`config.mk`:
```
export PLATFORM = sky130hd
export DESIGN_NAME = vga_driver
export DESIGN_NICKNAME = d
export VERILOG_FILES = /design/src/rtl/vga_pkg.sv /design/src/rtl/vga_wrap_counter.sv /design/src/rtl/vga_driver.sv
export SDC_FILE = /design/constraint.sdc
export NUM_CORES = 1
export LEC_CHECK = 0
export ABC_AREA = 1
export CORE_MARGIN = 4
export CORE_UTILIZATION = 39
export CTS_CLUSTER_DIAMETER = 60
export DETAILED_ROUTE_END_ITERATION = 8
export GPL_ROUTABILITY_DRIVEN = 0
export PLACE_DENSITY = 0.67
export SYNTH_ARGS = -nofsm -noshare
export SYNTH_HDL_FRONTEND = slang
export SYNTH_HIERARCHICAL = 1
export SYNTH_SLANG_ARGS = --single-unit
```
`constraint.sdc`:
```
create_clock -name clk -period 4.82 [get_ports clk]
set_input_delay 1.205 -clock clk [delete_from_list [all_inputs] [get_ports clk]]
set_output_delay 1.205 -clock clk [all_outputs]
set_load 0.03 [all_outputs]
```
`src/rtl/vga_pkg.sv`:
```
// Default 640x480@60 timing constants, 12-bit colour type and colour constants
// shared by the VGA driver and its counter sub-module.
package vga_pkg;

  localparam int VGA_640x480_H_ACTIVE = 640;
  localparam int VGA_640x480_H_FP     = 16;
  localparam int VGA_640x480_H_SYNC   = 96;
  localparam int VGA_640x480_H_BP     = 48;
  localparam int VGA_640x480_V_ACTIVE = 480;
  localparam int VGA_640x480_V_FP     = 10;
  localparam int VGA_640x480_V_SYNC   = 2;
  localparam int VGA_640x480_V_BP     = 33;

  typedef logic [11:0] rgb12_t;  // {R[3:0], G[3:0], B[3:0]}

  localparam rgb12_t VGA_FG_COLOR     = 12'hFFF;
  localparam rgb12_t VGA_BG_COLOR     = 12'h000;
  localparam rgb12_t VGA_BORDER_COLOR = 12'h00F;

endpackage

```
`src/rtl/vga_wrap_counter.sv`:
```
// Enabled up-counter 0..p_max; wrap pulses combinationally on the enabled cycle
// that returns the count to 0. Synchronous active-high reset clears the count.
module vga_wrap_counter #(
  parameter int p_max   = 799,
  parameter int p_width = $clog2(p_max + 1)
) (
  input  logic               clk,
  input  logic               rst,
  input  logic               en,
  output logic [p_width-1:0] count,
  output logic               wrap
);

  localparam logic [p_width-1:0] COUNT_MAX = p_width'(p_max);

  assign wrap = en && (count == COUNT_MAX);

  always_ff @(posedge clk) begin
    if (rst) begin
      count <= '0;
    end else if (en) begin
      count <= wrap ? '0 : count + 1'b1;
    end
  end

endmodule

```
`src/rtl/vga_driver.sv`:
```
// VGA timing + char-buffer addressing; counters -> pins is 2 cycles, free-running (no backpressure).
// Build option VGA_DRIVER_BORDER_EN: in-region out_of_bounds pixels show p_border_color instead of p_bg_color.
module vga_driver
  import vga_pkg::*;
#(
  parameter int     p_h_active = VGA_640x480_H_ACTIVE,
  parameter int     p_h_fp     = VGA_640x480_H_FP,
  parameter int     p_h_sync   = VGA_640x480_H_SYNC,
  parameter int     p_h_bp     = VGA_640x480_H_BP,
  parameter int     p_v_active = VGA_640x480_V_ACTIVE,
  parameter int     p_v_fp     = VGA_640x480_V_FP,
  parameter int     p_v_sync   = VGA_640x480_V_SYNC,
  parameter int     p_v_bp     = VGA_640x480_V_BP,
  parameter bit     p_sync_pol = 1'b0,
  parameter rgb12_t p_fg_color = VGA_FG_COLOR,
  parameter rgb12_t p_bg_color = VGA_BG_COLOR
) (
  input  logic        clk,
  input  logic        rst,
  output logic [6:0]  read_hchar,
  output logic [4:0]  read_vchar,
  output logic [2:0]  read_hoffset,
  output logic [3:0]  read_voffset,
  input  logic        read_lit,
  input  logic        out_of_bounds,
  output logic        vga_hsync,
  output logic        vga_vsync,
  output rgb12_t      vga_rgb,
  output logic        frame_start
);

  localparam int H_TOTAL = p_h_active + p_h_fp + p_h_sync + p_h_bp;
  localparam int V_TOTAL = p_v_active + p_v_fp + p_v_sync + p_v_bp;
  localparam int HW      = $clog2(H_TOTAL);
  localparam int VW      = $clog2(V_TOTAL);

  localparam logic [HW-1:0] H_ACT        = HW'(p_h_active);
  localparam logic [HW-1:0] H_SYNC_START = HW'(p_h_active + p_h_fp);
  localparam logic [HW-1:0] H_SYNC_END   = HW'(p_h_active + p_h_fp + p_h_sync);
  localparam logic [VW-1:0] V_ACT        = VW'(p_v_active);
  localparam logic [VW-1:0] V_SYNC_START = VW'(p_v_active + p_v_fp);
  localparam logic [VW-1:0] V_SYNC_END   = VW'(p_v_active + p_v_fp + p_v_sync);

`ifdef VGA_DRIVER_BORDER_EN
  localparam rgb12_t p_border_color = VGA_BORDER_COLOR;
  localparam rgb12_t OOB_COLOR      = p_border_color;
`else
  localparam rgb12_t OOB_COLOR      = p_bg_color;
`endif

  logic [HW-1:0] hcount;
  logic [VW-1:0] vcount;
  logic          h_wrap;
  logic          v_wrap_unused;

  vga_wrap_counter #(.p_max(H_TOTAL - 1)) u_hcount (
    .clk   (clk),
    .rst   (rst),
    .en    (1'b1),
    .count (hcount),
    .wrap  (h_wrap)
  );

  vga_wrap_counter #(.p_max(V_TOTAL - 1)) u_vcount (
    .clk   (clk),
    .rst   (rst),
    .en    (h_wrap),
    .count (vcount),
    .wrap  (v_wrap_unused)
  );

  // Stage0: address slices assume a 10-bit hcount / 9-bit vcount view of the counters.
  logic       active;
  logic       hsync_on;
  logic       vsync_on;
  logic [9:0] h_addr;
  logic [8:0] v_addr;

  assign active   = (hcount < H_ACT) && (vcount < V_ACT);
  assign hsync_on = (hcount >= H_SYNC_START) && (hcount < H_SYNC_END);
  assign vsync_on = (vcount >= V_SYNC_START) && (vcount < V_SYNC_END);
  assign h_addr   = 10'(hcount);
  assign v_addr   = 9'(vcount);

  assign read_hchar   = active ? h_addr[9:3] : '0;
  assign read_hoffset = active ? h_addr[2:0] : '0;
  assign read_vchar   = active ? v_addr[8:4] : '0;
  assign read_voffset = active ? v_addr[3:0] : '0;

  // Stage1: timing flags held in "asserted" sense; pin polarity is applied at stage2.
  logic active_d;
  logic hsync_d;
  logic vsync_d;
  logic sof_d;

  always_ff @(posedge clk) begin
    if (rst) begin
      active_d <= 1'b0;
      hsync_d  <= 1'b0;
      vsync_d  <= 1'b0;
      sof_d    <= 1'b0;
    end else begin
      active_d <= active;
      hsync_d  <= hsync_on;
      vsync_d  <= vsync_on;
      sof_d    <= (hcount == '0) && (vcount == '0);
    end
  end

  rgb12_t pixel_color;

  always_comb begin
    pixel_color = '0;
    if (active_d) begin
      if (out_of_bounds) begin
        pixel_color = OOB_COLOR;
      end else if (read_lit) begin
        pixel_color = p_fg_color;
      end else begin
        pixel_color = p_bg_color;
      end
    end
  end

  // Stage2: pin registers; read_lit/out_of_bounds arrive here aligned with stage1.
  always_ff @(posedge clk) begin
    if (rst) begin
      vga_hsync   <= ~p_sync_pol;
      vga_vsync   <= ~p_sync_pol;
      vga_rgb     <= '0;
      frame_start <= 1'b0;
    end else begin
      vga_hsync   <= hsync_d ? p_sync_pol : ~p_sync_pol;
      vga_vsync   <= vsync_d ? p_sync_pol : ~p_sync_pol;
      vga_rgb     <= pixel_color;
      frame_start <= sof_d;
    end
  end

endmodule
```
**After elaboration in Yosys (flattened, before gate mapping)**

Cells that the tools add are included.

- Bits in registers: 39
- Word-level logic and storage cells: 38
- Output and inout bits: 34

- Equality and inequality tests: 2
- $lt $le $gt $ge: 6
- Mux-type cells: 8
- $add $sub $neg: 2
- Reduce and logical (&&, ||, !) cells: 9
- Bitwise operators: 1

Operator list:

| operator | number |
|---|---|
| adder 10 x 1 -> 10 bit, second input constant | 2 |
| equality test 10 bit, second input constant | 2 |
| logical NOT 10 bit | 2 |
| less-than comparator 10 bit, second input constant | 2 |
| less-than comparator 10 x 9 -> 1 bit, second input constant | 2 |
| 2-to-1 mux 12 bit | 1 |
| greater-or-equal comparator 10 bit, second input constant | 1 |
| greater-or-equal comparator 10 x 9 -> 1 bit, second input constant | 1 |
| 2-to-1 mux 10 bit | 1 |
| 2-to-1 mux 7 bit | 1 |
| logical AND 1 bit | 5 |
| 2-to-1 mux 5 bit | 1 |
| 2-to-1 mux 4 bit | 1 |
| 2-to-1 mux 3 bit | 1 |
| OR reduction 3 bit | 1 |
| 2-to-1 mux 1 bit | 2 |
| OR reduction 2 bit | 1 |
| NOT 1 bit | 1 |

**Longest topological paths before layout**

- Depth after elaboration: 3
- Mapped depth: 12

**By module**

The synthesis kept the hierarchy.

By module, submodules not included:

| module | cells an instance | area an instance (sq um) | instances |
|---|---|---|---|
| vga_driver | 97 | 623.1 | 1 |
| vga_wrap_counter (u_vcount) | 76 | 540.5 | 1 |
| vga_wrap_counter (u_hcount) | 72 | 531.8 | 1 |

**Least setup slack after synthesis**

Ideal clock, no wire load.

- Kind: reg2out
- From: register u_hcount.count[7]
- To: output port read_hoffset[0]
- Setup slack: 2531 ps
- Stages on the path, launching flop included: 5
- Path buffers: 1
- Arrival: 1084 ps
- Data required time: 3615 ps
- Cell sequence: dfxtp_1 > o21ai_2 > nand3_4 > buf_6 > nor2_2

- Cells in the longest elaborated chain, start to end: 3

Ends and longest elaborated chain:

| what | line | RTL |
|---|---|---|
| start, declared | vga_wrap_counter.sv:10 | `output logic [p_width-1:0] count,` |
| start signal, assigned | vga_wrap_counter.sv:22 | `count <= wrap ? '0 : count + 1'b1;` |
| less-than comparator 10 bit | vga_driver.sv:79 | `assign active = (hcount < H_ACT) && (vcount < V_ACT);` |
| logical AND 1 bit | vga_driver.sv:79 |  |
| 2-to-1 mux 3 bit | vga_driver.sv:86 | `assign read_hoffset = active ? h_addr[2:0] : '0;` |
| end, declared | vga_driver.sv:22 | `output logic [2:0] read_hoffset,` |

No other way between the ends.

**Worst setup path after layout**

- From: register u_hcount.count[7]
- To: output port read_hchar[4]

- Cells in the longest elaborated chain, start to end: 3

Ends and longest elaborated chain:

| what | line | RTL |
|---|---|---|
| less-than comparator 10 bit | vga_driver.sv:79 |  |
| logical AND 1 bit | vga_driver.sv:79 |  |
| 2-to-1 mux 7 bit (*) | vga_driver.sv:85 | `assign read_hchar = active ? h_addr[9:3] : '0;` |
| end, declared | vga_driver.sv:20 | `output logic [6:0] read_hchar,` |

Mark *: on every way between the ends. The rest lies on a longest branch, timed or not.

==> flow_summary.toml <==
[synth]
synth_top_cell_area_share_pct = 33.1
yosysWarnings = 6
synthTopCellsByArea = "dfxtp_1 33%, nor2_1 11%, inv_1 9.5%"
ys_types = 27
ys_seq_area_share_pct = 33.1
syn_area_um2 = 1700
post_synth.cell_area_avg_um2 = 6.92
syn-num-nets = 252
synth_top_family_by_area = "simple AND/OR/NAND/NOR gates"
yosys.area_share.adder_pct = 2.21
synth_cells = 245
synth_compound_area_share_pct = 6.20
ys_ff_latch = 28
synth-simple-area-share_pct = 38.7
yosysTopAreaCell = "dfxtp_1"
synthXorXnorAreaFrac_pct = 3.62
synth_mux_area_share_pct = 0

[final_layout]
diodes = 0
fill_cells = 424
finish.utilization_pct = 50.9
syn2layout_area_growth_pct = 23.5
drive_above_1_share_pct = 12.5
nNetsFinal = 281

[timing]
rsz0062_at_grt = "no"
worst_pin_slew_ns = 0.604
fin_ws_ns = 1.62
slew_violations = 0
whs_ns = 0.378
fmax_mhz = 313
setup_tns_ns = 0
finalSetupViolations = 0
skew_ns = 0.00208
finalCriticalPeriod_ns = 3.20
final.period_utilization_pct = 66.3
slew_headroom_pct = 59.6
finalHoldViolCount = 0

[setup_path]
slowest_stage = "clkdlybuf4s50_1"
crit_fanout = 19
cp.arrival_ns = 1.99
cp-end-kind = "primary output"
path_class = "register to primary output"
critPathLaunch = "u_hcount/count[7]$_SDFFE_PP0P_"
worstReg2RegStart = "u_hcount/count[0]$_SDFFE_PP0P_"
crit_path_cell_trace = "o21ai_2 > nand3_4 > nor2_1 > clkdlybuf4s50_1"
r2r_setup_slack_ns = 2.95
cp.buffers_inverters = 1
r2r_cells = 10
r2r_end = "u_vcount/count[0]$_SDFFE_PP0P_"
critPathTopFamily = "buffers and inverters"
cp.required_ns = 3.62
startpoint_type = "register"
crit_path_max_incr_delay_ns = 0.69

[clock_network]
postCtsSetupRepairBufs = 0
htree_levels = 1
root_buffer = "clkbuf_8"
clkLatencyLatePin_ns = 0.27
clock-sinks = 28
cts.repair.resized = 0
hold_buffers = 0
cts_tree = "done"
cts_buffers = 3
cts.path.max_buffers = 2
clkTransAtPathRegs_ns = 0.10

[drt]
wirelength_um = 3460
wl_met2_um = 1440
drtPass1Iterations = 4
top_layer_used = "met4"
drt_iter0_drc = 130
route.detailed.drc = 0
routedWlPerCell_um = 10.7
vias = 1493
wl_met1_um = 1750
ant_nets = 0
dr_wl_met3_um = 249
viasPerCell = 4.62

[place]
numPortBuffers = 37
hpwl_um = 2670
place_ws_ns = 1.91

[grt]
antenna_found_initial = 0
grt_pass1_vias = 1313
grt_pass1_wl_um = 6070
grt_usage_pct = 13.8
grt_max_degree = 20
overflow = 0

[floorplan]
die_area_um2 = 5470
start_util_pct = 41.2
dieWidth_um = 73.9
dieHeight_um = 73.9
core_area_um2 = 4120
pin_count = 38
num_rows = 23

[power]
irDropWorstVdd_mv = 0.0971
leakage_nw = 0.852
powerDensity_nw_per_um2 = 220
p_total_mw = 0.461

[min_path]
min_to = "vga_vsync$_SDFF_PP1_"
hp-class = "register to register"
hold_depth = 1
min_from = "vsync_d$_SDFF_PP0_"

[job]
cap_violations = 0

[status]
outcome = "finished, final reports clean"
==> cell type report <==
| cell class | count | area [um^2] | share of cell area (%) |
|---|---|---|---|
| timing repair buffer | 37 | 370 | 17.7 |
| inverter | 44 | 165 | 7.89 |
| tap | 50 | 62.6 | 2.99 |
| clock buffer | 3 | 41.3 | 1.97 |
| multi-input combinational | 160 | 865 | 41.3 |
| sequential | 28 | 561 | 26.8 |
| clock inverter | 1 | 30.0 | 1.43 |
==> how the worst max path moves through the flow <==
stage,end,slack (ns),cells after the start
2_1_floorplan,read_hoffset[0],2.53,4
3_3_place_gp,read_voffset[2],1.93,4
3_5_place_dp,read_hchar[4],1.91,4
4_1_cts,read_hchar[4],1.59,4
5_1_grt,read_voffset[3],1.49,4
6_report,read_hchar[4],1.62,4
==> sequential cells by signal, indices dropped and copies added (netlist names) <==
signal	flops
hsync_d	1
vsync_d	1
vga_hsync	1
u_hcount/count	10
active_d	1
u_vcount/count	10
frame_start	1
sof_d	1
vga_rgb	1
vga_vsync	1
==> kinds of logic (layout without fill, tap and decap cells) <==
group | after synthesis | in the layout
buffers and inverters | 57 | 85
AOI/OAI and AO/OA | 17 | 17
other | 1 | 1
xor gates and xnor gates | 7 | 7
and+or+nand+nor | 132 | 132
adders and majority gates | 3 | 3
DFF | 28 | 28
==> synthesized netlist by cell type, drive strengths merged <==
library cell,instances
inv,44
buf,13
nand4,6
nand3,16
xnor2,3
or2,1
dfxtp,28
a211oi,1
ha,3
a21oi,4
nor3,3
a21o,1
o21ai,11
nand2,41
conb,1
xor2,4
nor2,65
==> power by group <==
group	leakage, nW	switching, mW	internal, mW	total [mW]
clock network	0.0357	0.0748	0.111	0.186
registers	0.227	0.00292	0.235	0.238
logic	0.590	0.0227	0.0150	0.0377
total	0.852	0.100	0.361	0.461
==> metal layers <==
layer	GRT usage, %	vias to the layer above
met5	0	-
met4	3.62	0
met3	2.30	2
met2	19.7	43
met1	21.2	657
li1	-	791
==> stage by stage <==
stage,cell area [um^2],std cells
3_5_place_dp,2020,319
3_3_place_gp,2020,319
6_report,2090,323
4_1_cts,2090,323
2_1_floorplan,1700,245
5_1_grt,2090,323
==> cell usage in the layout, fill, tap and decap left out, types with 2 or more instances in the layout <==
master | Yosys | routed
a21oi_1 | 4 | 4
clkbuf_8 | 0 | 3
clkdlybuf4s50_1 | 0 | 37
dfxtp_1 | 28 | 28
ha_1 | 3 | 3
inv_1 | 43 | 43
nand2_1 | 37 | 37
nand2_2 | 4 | 4
nand3_1 | 13 | 13
nand3_2 | 2 | 2
nand4_1 | 5 | 5
nor2_1 | 48 | 48
nor2_2 | 11 | 11
nor2_4 | 6 | 6
nor3_1 | 3 | 3
o21ai_0 | 6 | 6
o21ai_2 | 4 | 4
xnor2_1 | 3 | 3
xor2_1 | 4 | 4
Power figures use the tool's default switching activity.
==> RTL edit 1 (same settings) <==
`p_sync_pol`: 1'b0 -> 1'b1.
--- a/src/rtl/vga_driver.sv
+++ b/src/rtl/vga_driver.sv
@@ -13,3 +13,3 @@
   parameter int     p_v_bp     = VGA_640x480_V_BP,
-  parameter bit     p_sync_pol = 1'b0,
+  parameter bit     p_sync_pol = 1'b1,
   parameter rgb12_t p_fg_color = VGA_FG_COLOR,
Check against the original RTL: not equivalent (a bounded check fails within 4 cycles, from zero or initial values and one cycle with rst high).
==> RTL edit 1 against the original RTL <==
  * Count of clock-buffer cells in the layout up 1
  * Register-to-register slack better by 40 ps
  * Via count down 1.9%
  * Die area up 0.53%
  * Utilization down 0.24 points
  * Synthesized cell count up 1.2%
  * Sequential cell count unchanged
  * Cell area down 0.48%
  * Worst setup slack worse by 27 ps
  * Largest cell class unchanged
  * Power down 9.2%
  * First-iteration DRC count down 38%
  * Area after synthesis up 0.59%
  * Wire length down 0.81%
  * Global-route usage down 0.59 points
==> RTL edit 1: results <==
group,metric,value,unit
status,status,"finished, final reports clean",
min_path,worstHoldPathCells,2,
cts,cts.root.buffer_cell,"clkbuf_8",
setup_path,crit_path_end,"read_vchar[4]",
global_route,grt_util_all_layers,13.2,%
setup_path,rr_endpoint,"u_vcount/count[1]",
synthesis,netlist_top_cells_count,"nor2_1, inv_1, nand2_1, dfxtp_1, nand3_1",
cts,clk_latency,270,ps
setup_path,arrival,2020,ps
power,comb_power_share,8.9,%
cts,cts.htree.levels,1,
synthesis,synth_fa_ha_area_share,2.20,%
power,fin_total_pwr,0.419,mW
sta,max_slew_margin,52.0,%
cts,cts_resized,0,
cts,cts.clk_slew.worst_paths,90,ps
sta,timing.hold.ws,409,ps
sta,final.setup_skew,4.44,ps
global_route,antenna_found_initial,0,
synthesis,synth_area_leaders,"dfxtp_1, nor2_1, inv_1",
cts,cts.path.max_buffers,2,
placed_design,detailed_place_hpwl,2.63,mm
synthesis,muxShareOfSynthArea,0,%
synthesis,synth_compound_area_share,6.16,%
power,switching_share,22.9,%
global_route,grt_pass1_vias,1222,
finish,drive_gt1_share,12.4,%
synthesis,netlist-cell-type-count,28,
placed_design,pre_cts_ws,1870,ps
drt,dr.pass1.iters,4,
power,clkPwrFrac,34.3,%
synthesis,synthCells,248,
setup_path,r2r_setup_slack,2990,ps
placed_design,dpl_cell_area,2030,µm²
synthesis,syn_nets,255,
synthesis,synthXorXnorAreaFrac,3.60,%
finish,n_antenna_cell,0,
placed_design,place_inst,321,
sta,final.setup.worst_slack,1600,ps
finish,final_net_count,283,
power,vdd_ir_drop_max,103,µV
drt,vias,1464,
finish,top_regs,"u_hcount/count (10), u_vcount/count (10)",
finish,layoutNonFillerInstCount,325,
synthesis,yosysSeqAreaShare,32.9,%
global_route,grt_first_pass_wirelength,5.74,mm
power,powerDensity,201,nW/µm²
setup_path,cp-end-kind,"output port",
drt,drt-total-wl,3.44,mm
drt,drtIter0Drc,81,
min_path,holdCritStartpoint,"vsync_d",
setup_path,r2r-start,"u_hcount/count[0]",
power,power.leakage,0.845,nW
min_path,holdPathEnd,"vga_vsync",
[RTL edit 1: cell count changes in the layout (fill, tap and decap cells not counted)]
cell / before / now
bufinv_16: 1 / 0
nand4_1: 5 / 4
nand2_1: 37 / 35
inv_1: 43 / 44
nand3_1: 13 / 14
clkbuf_8: 3 / 4
nor2_1: 48 / 51
[RTL edit 1: cell type report]
| class | count | area share, % |
|---|---|---|
| multi-input combinational | 161 | 41.6 |
| sequential | 28 | 26.9 |
| timing repair buffer | 37 | 17.8 |
| inverter | 45 | 8.10 |
| tap | 50 | 3.00 |
| clock buffer | 4 | 2.64 |
[RTL edit 1: routing by layer]
metal / GRT usage, % / routed length (µm) / share of wire (%) / vias to the layer above
met5: 0 / 0 / 0 / -
met4: 3.62 / 27 / 0.79 / 0
met3: 2.03 / 231 / 6.7 / 2
met2: 20.2 / 1430 / 42 / 43
met1: 19.2 / 1740 / 51 / 628
li1: - / - / - / 791
==> RTL edit 2 (same flow settings) <==
Without the edit above. Remove the register `frame_start`: a continuous assignment takes its place, so the output `frame_start` follows one clock earlier.
--- a/src/rtl/vga_driver.sv
+++ b/src/rtl/vga_driver.sv
@@ -130,3 +130,2 @@
       vga_rgb     <= '0;
-      frame_start <= 1'b0;
     end else begin
@@ -135,3 +134,2 @@
       vga_rgb     <= pixel_color;
-      frame_start <= sof_d;
     end
@@ -139,2 +137,4 @@
 
+  assign frame_start = sof_d;
+
 endmodule
Function: changed (Yosys sat finds a counterexample within 4 cycles, from zero or initial values and one cycle with rst high).
==> RTL edit 2 against the original RTL <==
  * Non-clock buffer count stayed put
  * Clock power shrank 28%
  * First-iteration DRC count increased by 8.5%
  * Synthesized cell count down 1.2%
  * Area after synthesis down 1.6%
  * Worst setup slack is essentially flat
  * Wire length increased by 0.35%
  * Sequential share of layout area down 0.32 points
  * Sequential cell count down 1
  * Power is 13% lower
  * Die area decreased by 1.4%
  * Clock skew increased by 0.75 ps
  * Cell area shrank 2.4%
  * Critical endpoint is now read_vchar[4]
  * Largest cell class unchanged
  * Highest routed layer unchanged
==> RTL edit 2: results <==
group,metric,value,unit
sta,tightest_slew,585,ps
power,vdd_ir_drop_max,95.6,µV
drt,viasPerCell,4.63,
cts,post_cts_buffers,0,
cts,cts.clk_slew.worst_paths,100,ps
placed_design,detailed_place_hpwl,2.62,mm
synthesis,syn_nets,249,
cts,clk_latency,270,ps
global_route,antenna_found_initial,0,
sta,final.setup_skew,2.83,ps
finish,fillers,411,
synthesis,synth_area_leaders,"dfxtp_1, nor2_1, inv_1",
global_route,grt_util_all_layers,13.9,%
synthesis,synthArstFlopShare,0,%
status,status,"finished, final reports clean",
finish,n_antenna_cell,0,
min_path,hp-class,"flip-flop to flip-flop",
placed_design,pre_cts_ws,1910,ps
min_path,holdCritStartpoint,"hsync_d",
drt,wl_per_cell,10.9,µm
global_route,grt_pass1_vias,1347,
setup_path,crit_start,"u_hcount/count[7]",
drt,wl_met1,1.67,mm
drt,drtIter0Drc,141,
synthesis,netlist_top_cells_count,"nor2_1, inv_1, nand2_1, dfxtp_1, nand3_1",
power,power.leakage,0.825,nW
cts,cts.htree.levels,1,
drt,dr.pass1.iters,4,
global_route,grt_max_degree,20,
finish,top_regs,"u_hcount/count (10), u_vcount/count (10)",
global_route,grt_first_pass_wirelength,5.98,mm
cts,cts.path.max_buffers,2,
setup_path,crit_path_max_fanout,19,
synthesis,synth_warnings,6,
placed_design,numPortBuffers,37,
power,p_int,0.300,mW
synthesis,yosysSeqAreaShare,32.4,%
sta,hold_viol,0,
drt,wl_met3,231,µm
drt,dr_wl_met2,1.53,mm
setup_path,arrival,1990,ps
drt,routed.top_layer,"met4",
finish,final_net_count,278,
synthesis,netlist-cell-type-count,27,
finish,drive_gt1_share,12.6,%
[RTL edit 2: path summary, 6_finish.rpt]
check	depth (start not counted)	endpoint	slack, ps
worst max-delay path	4	read_vchar[4]	1620
worst min-delay path	1	vga_hsync	390
worst max register to register	10	u_vcount/count[7]	2970
worst min register to register	1	vga_hsync	390
[RTL edit 2: cell type report]
class | count | area share, %
tap | 50 | 3.06
timing repair buffer | 37 | 18.1
multi-input combinational | 159 | 42.1
clock inverter | 1 | 0.367
inverter | 43 | 7.89
clock buffer | 3 | 2.02
sequential | 27 | 26.4
[RTL edit 2: layer usage]
metal | track usage [%] | vias to the layer above
met1 | 18.5 | 647
li1 | - | 781
met3 | 2.19 | 2
met5 | 0 | -
met2 | 22.2 | 52
met4 | 5.63 | 0
[RTL edit 2: power by group through the flow]
stage                     clock network, mW  logic, mW  registers, mW
after detailed placement                  0     0.0378          0.234
after global routing                  0.150     0.0413          0.230
after global placement                    0     0.0379          0.234
after CTS                             0.141     0.0379          0.229
final                                 0.133     0.0379          0.229
after floorplan                           0     0.0239          0.236
[RTL edit 2: critical path: stages, from the launching register on]
cell,delay (ps)
dfxtp_1,390
o21ai_2,180
nand3_4,280
nor2_1,190
clkdlybuf4s50_1,690
[RTL edit 2: cell families (layout without fill, tap and decap cells)]
logic type / count (synthesis) / in the layout / share of synthesized area [%]
AO/OA/AOI/OAI: 17 / 17 / 6.30
XOR/XNOR: 7 / 7 / 3.68
adder cells (fa/ha/maj): 3 / 3 / 2.25
buffers and inverters: 56 / 84 / 16.0
flip-flops: 27 / 27 / 32.4
other: 1 / 1 / 0.225
AND/OR/NAND/NOR: 131 / 131 / 39.2
[RTL edit 2: stage by stage]
stage               instances  hold slack, ps  area (µm²)  util, %
finish                    320             388        2040     50.4
global placement          316             357        2000     49.2
global route              320             414        2040     50.4
CTS                       320             393        2040     50.4
floorplan                 242             351        1670        -
detailed placement        316             367        2000     49.2
